--- src/rtl/event_stream_packer.sv ---
// Buffers filtered events in a small FIFO, extends timestamps with a 4-bit epoch and streams
// 8-bit words over valid/ready, inserting an epoch marker on timestamp wrap.
// Optional: define EVT_PACKER_DROP_CNT_EN to implement the saturating drop counter.
module event_stream_packer #(
  parameter int DEPTH  = 4,
  parameter int DROP_W = 8
) (
  input  logic              clk,
  input  logic              rst_n,
  input  logic [1:0]        x_in,
  input  logic [1:0]        y_in,
  input  logic [1:0]        p_in,
  input  logic [1:0]        t_in,
  output logic [7:0]        out_data,
  output logic              out_valid,
  input  logic              out_ready,
  output logic              fifo_full,
  output logic [DROP_W-1:0] drop_count
);

  localparam int AW = (DEPTH > 2) ? $clog2(DEPTH) : 1;
  localparam logic [AW:0] FULL_CNT = (AW+1)'(DEPTH);

  typedef enum logic [1:0] {IDLE, MARK, EVT} state_e;

  typedef struct packed {
    logic       mark;
    logic [3:0] epoch;
    logic [7:0] evt;
  } entry_t;

  entry_t        mem_q [DEPTH];
  logic [AW-1:0] wr_ptr_q, rd_ptr_q;
  logic [AW:0]   count_q, count_d;
  logic          fifo_full_q;
  logic [1:0]    last_t_q;
  logic [3:0]    epoch_q, epoch_d;
  logic          pending_q, pending_d;
  state_e        state_q, state_d;
  logic [7:0]    out_data_q, out_data_d;
  logic          out_valid_q, out_valid_d;
  logic [7:0]    evt_q, evt_d;

  logic   in_vld, wrap, mark, push, pop, drop, fifo_empty;
  entry_t new_entry, head;

  assign in_vld     = (p_in == 2'b01);
  // Dropped events still advance the epoch so later timestamps stay consistent.
  assign wrap       = in_vld && (t_in < last_t_q);
  assign epoch_d    = epoch_q + 4'(wrap);
  assign mark       = wrap | pending_q;
  assign fifo_empty = (count_q == '0);
  assign head       = mem_q[rd_ptr_q];
  assign new_entry  = '{mark: mark, epoch: epoch_d, evt: {x_in, y_in, p_in, t_in}};
  assign push       = in_vld && ((count_q < FULL_CNT) || pop);
  assign drop       = in_vld && !push;

  always_comb begin
    count_d = count_q;
    case ({push, pop})
      2'b10:   count_d = count_q + 1'b1;
      2'b01:   count_d = count_q - 1'b1;
      default: count_d = count_q;
    endcase
  end

  always_comb begin
    pending_d = pending_q;
    if (push)              pending_d = 1'b0;
    else if (drop && mark) pending_d = 1'b1;
  end

  // NOTE: every output of a combinational block gets a default first, otherwise a latch is inferred.
  always_comb begin
    state_d     = state_q;
    out_data_d  = out_data_q;
    out_valid_d = out_valid_q;
    evt_d       = evt_q;
    pop         = 1'b0;
    case (state_q)
      IDLE: pop = !fifo_empty;
      MARK: begin
        if (out_ready) begin
          out_data_d = evt_q;
          state_d    = EVT;
        end
      end
      EVT: begin
        if (out_ready) begin
          if (!fifo_empty) begin
            pop = 1'b1;
          end else begin
            state_d     = IDLE;
            out_valid_d = 1'b0;
          end
        end
      end
      default: state_d = IDLE;
    endcase
    if (pop) begin
      evt_d       = head.evt;
      out_valid_d = 1'b1;
      if (head.mark) begin
        state_d    = MARK;
        out_data_d = {head.epoch, 2'b10, 2'b00};
      end else begin
        state_d    = EVT;
        out_data_d = head.evt;
      end
    end
  end

  // NOTE: sequential state uses non-blocking assignments so all registers update together.
  always_ff @(posedge clk) begin
    if (!rst_n) begin
      wr_ptr_q    <= '0;
      rd_ptr_q    <= '0;
      count_q     <= '0;
      fifo_full_q <= 1'b0;
      last_t_q    <= 2'b00;
      epoch_q     <= 4'h0;
      pending_q   <= 1'b0;
      state_q     <= IDLE;
      out_data_q  <= 8'h00;
      out_valid_q <= 1'b0;
      evt_q       <= 8'h00;
    end else begin
      if (push) wr_ptr_q <= wr_ptr_q + 1'b1;
      if (pop)  rd_ptr_q <= rd_ptr_q + 1'b1;
      count_q     <= count_d;
      fifo_full_q <= (count_d == FULL_CNT);
      if (in_vld) begin
        last_t_q <= t_in;
        epoch_q  <= epoch_d;
      end
      pending_q   <= pending_d;
      state_q     <= state_d;
      out_data_q  <= out_data_d;
      out_valid_q <= out_valid_d;
      evt_q       <= evt_d;
    end
  end

  // NOTE: storage is not reset; the count and pointers alone decide which entries are live.
  always_ff @(posedge clk) begin
    if (push) mem_q[wr_ptr_q] <= new_entry;
  end

`ifdef EVT_PACKER_DROP_CNT_EN
  logic [DROP_W-1:0] drop_cnt_q;

  always_ff @(posedge clk) begin
    if (!rst_n)                           drop_cnt_q <= '0;
    else if (drop && (drop_cnt_q != '1)) drop_cnt_q <= drop_cnt_q + 1'b1;
  end

  assign drop_count = drop_cnt_q;
`else
  assign drop_count = '0;
`endif

  assign out_data  = out_data_q;
  assign out_valid = out_valid_q;
  assign fifo_full = fifo_full_q;

endmodule

--- config.mk ---
export PLATFORM = sky130hd
export DESIGN_NAME = event_stream_packer
export DESIGN_NICKNAME = d
export VERILOG_FILES = /design/src/rtl/event_stream_packer.sv
export SDC_FILE = /design/constraint.sdc
export NUM_CORES = 1
export LEC_CHECK = 0
export CAP_MARGIN = 10
export CORE_ASPECT_RATIO = 2
export CORE_MARGIN = 2
export CORE_UTILIZATION = 62
export CTS_CLUSTER_SIZE = 24
export DETAILED_ROUTE_END_ITERATION = 16
export PLACE_DENSITY = 0.95
export SYNTH_ARGS = -nofsm -noshare
export SYNTH_HDL_FRONTEND = slang
export SYNTH_SLANG_ARGS = --single-unit
--- constraint.sdc ---
create_clock -name clk -period 6.1 [get_ports clk]
set_input_delay 1.22 -clock clk [delete_from_list [all_inputs] [get_ports clk]]
set_output_delay 1.22 -clock clk [all_outputs]
set_load 0.005 [all_outputs]
==> results.tsv <==
stage	metric	value	unit
power_and_ir_drop	Power, Total	1.812	mW
yosys	mux share of post-synthesis cell area	0.08688	
cts	H-tree levels	3	
timing	count of final hold-check violations	0	
yosys	Syn. warnings	0	
yosys	Yosys reg bits	88	
route	via/cell ratio	6.128	
timing	RSZ-0062 raised after global routing	false	
yosys	Synth area leaders	edfxtp_1 (43%), dfxtp_1 (20%), mux4_2 (7.4%)	
die	core area	5709	um^2
route	Vias	2157	
yosys	Yosys top cell area share	0.4286	
cells_and_area	diodes inserted	0	
die	Core Rows	39	
timing	maximum clock frequency	269.7	MHz
cts	Reg clk slew, reported paths	0.06	ns
setup_path	CP Cell Sequence	clkdlybuf4s50_1 -> nand2b_1 -> a21boi_1 -> nor2_1 -> inv_1 -> ha_1 -> inv_1 -> fa_1 -> xor2_1 -> nor2_1 -> xor2_1 -> and3_1	
run	max_cap viols	0	
cts	TritonCTS clock tree	built	
yosys	async set-or-reset flop fraction in the synthesized netlist	0	
cells_and_area	Final #Nets	306	
yosys	post-synthesis sequential area ratio	0.6264	
place	I/O Buffers	20	
cells_and_area	Area Overhead vs Synth	12.47	%
yosys	area leader, netlist	edfxtp_1	
yosys	Post-Synth XOR/XNOR Area	0.01683	
yosys	Post-Synth Simple-Gate Area	0.09821	
power_and_ir_drop	Pleak	1.433	nW
cells_and_area	sequential cell area	2282	um^2
cells_and_area	multi-input logic area	1224	um^2
route	wire per inst	18.87	um
setup_path	CP Capture Type	register	
die	Chip Width	58.21	um
cells_and_area	ratio of cells with drive above 1 in the final layout	0.1100	
yosys	Synth Flop Type	edfxtp_1	
yosys	commonest cells in the netlist	edfxtp_1 (52), dfxtp_1 (36), a21oi_1 (19)	
yosys	Mean Syn Cell Area	13.65	um^2
timing	Slew @ Worst Pin	0.8958	ns
setup_path	Startpoint Class	input port	
setup_path	CP bufs+invs	3	
global_routing	first-pass GRT wire length	10.78	mm
setup_path	crit-path leading delay family	simple AND/OR/NAND/NOR gates	
route	met2 wire length	3.628	mm
route	highest routed metal layer	met4	
timing	Final period util	0.6078	
timing	final setup TNS	0	ns
route	Pre-antenna DRT Iters	5	
global_routing	largest net degree at the start of global routing	25	
yosys	Compound-Gate Fraction of Synth Area	0.09272	
setup_path	Max FO, Critical Path	8	
global_routing	vias in the first global route	2176	
setup_path	CP required	6.38	ns
route	Routed Antenna Nets	0	
cts	post-CTS setup buffers	0	
setup_path	CP max stage cell	clkdlybuf4s50_1	
die	area of the die	6543	um^2
route	First DRT Iteration DRCs	151	
cells_and_area	fill cell count	354	
power_and_ir_drop	Max VDD drop	0.0004634	V
route	metal3 WL	299	um
timing	Final Max Slew Viols	0	
cts	CTS Buffer Depth	2	
global_routing	initial antenna violation count	0	
place	DP HPWL	4.584	mm
power_and_ir_drop	Power Dens Cells	442.3	nW/um^2
place	global placement routability congestion	0.8886	
yosys	Netlist cell types	50	
global_routing	total track usage	0.2328	
route	M1 WL	2.434	mm
route	# DRC	0	
yosys	count leader, synth	edfxtp_1	
yosys	synthesized area	3643	um^2
die	I/O pins	29	
yosys	Adder-Cell Fraction of Synth Area	0.03297	
timing	post-layout min period	3.708	ns
yosys	EDFF count, synth	52	
cts	# clock sinks	88	
setup_path	CP Class	input port to register	
route	DRT Wirelength	6.643	mm
setup_path	CP arrival	3.99	ns
cts	post-cts resize count	0	
cts	cts-stage hold buffer count	0	
setup_path	Crit path largest cell delay	0.51	ns
yosys	Mapped Cells	267	
global_routing	Remaining Overflow, GRT	0	
cts	worst skew pair latency	0.34	ns
die	Initial Utilization	0.6382	
hold_path	hold crit path type	register to register	
timing	Worst Skew	0.006104	ns
run_status	status	complete, no violations	
cts	total CTS buffers	9	
timing	Final setup viols	0	
yosys	largest family of logic cells by synthesized area	simple AND/OR/NAND/NOR gates	
timing	max-slew headroom at the worst pin	0.4020	
cts	CTS root buf	clkbuf_16	
die	die height	112.4	um
## flip-flops by register name, summed over array words and instances (netlist names), named ones only
name and cells:
count_q 3, rd_ptr_q 2, out_valid 1, mem_q 52
state_q 2, evt_q 8, wr_ptr_q 2, last_t_q 2
fifo_full 1, epoch_q 4, out_data 8, pending_q 1
## worst paths after layout
path	endpoint	slack [ns]	cells past startpoint	from
max	fifo_full$_SDFF_PN0_	2.39	12	out_ready
min	out_data[5]$_SDFFE_PN0P_	0.45	2	out_data[5]$_SDFFE_PN0P_
max reg2reg	fifo_full$_SDFF_PN0_	3.22	11	state_q[0]$_SDFFE_PN0P_
min reg2reg	out_data[5]$_SDFFE_PN0P_	0.45	2	out_data[5]$_SDFFE_PN0P_
## final cells by class
type / count / share of cell area
clock inverters: 5 / 0.005802
well taps: 61 / 0.01863
multi-input cells: 154 / 0.2986
flip-flops and latches: 88 / 0.5569
clock buffers: 11 / 0.05924
repair buffers: 20 / 0.04885
inverters: 13 / 0.01191
## cell usage in the layout (no fill, tap or decap), types with 2 or more instances in the layout
cell	n
a211oi_1	3
a21oi_1	19
a32o_1	3
and2_1	5
and3_1	2
clkbuf_16	9
clkdlybuf4s50_1	20
clkinv_1	4
conb_1	8
dfxtp_1	36
edfxtp_1	52
ha_1	8
inv_1	11
mux2i_1	2
mux4_2	12
nand2_1	16
nand2b_1	5
nand3_1	3
nand4_1	4
nor2_1	11
nor2b_1	5
nor3_1	2
o211ai_1	2
o21ai_0	6
o21ai_1	5
o22ai_1	2
o31ai_1	4
or3_1	4
xnor2_1	2
xor2_1	5
## power breakdown
| part | switching (mW) | internal [mW] | leakage (nW) |
|---|---|---|---|
| Clock | 0.203 | 0.282 | 0.128 |
| Combinational | 0.288 | 0.253 | 0.539 |
| Sequential | 0.0756 | 0.710 | 0.766 |
| Total | 0.568 | 1.24 | 1.43 |
## logic make-up (layout without fill, tap and decap cells)
family                   count (synthesis)  count (layout)
AO/OA/AOI/OAI                           50              50
XOR/XNOR                                 7               7
adder cells (fa/ha/maj)                  9               9
multiplexers                            15              15
other                                    1               8
AND/OR/NAND/NOR                         65              65
flip-flops                              88              88
buffers and inverters                   32              49
## metal layers
| layer | up-vias | global-route usage |
|---|---|---|
| met4 | 0 | 0.1473 |
| met2 | 70 | 0.3894 |
| met1 | 1047 | 0.2492 |
| li1 | 1017 | - |
| met3 | 23 | 0.06682 |
| met5 | - | 0 |
## per-stage QoR
step / worst slack, ns / utilization / cell area [um^2] / cells / hold slack [ns]
after floorplan: 2.957 / - / 3670 / 274 / 0.4363
after CTS: 2.437 / 0.7177 / 4098 / 352 / 0.4581
final: 2.392 / 0.7177 / 4098 / 352 / 0.4549
after global routing: 2.191 / 0.7177 / 4098 / 352 / 0.4966
after global placement: 2.272 / 0.6711 / 3831 / 336 / 0.4432
after detailed placement: 2.109 / 0.6711 / 3831 / 336 / 0.4503
## worst min-delay path: cells and delay by family (launching register included)
kind	cells	cell delay (ns)
flip-flops	1	0.31
AND/OR/NAND/NOR	1	0.06
AO/OA/AOI/OAI	1	0.05
Note: power is estimated with default switching activity, not from simulation.
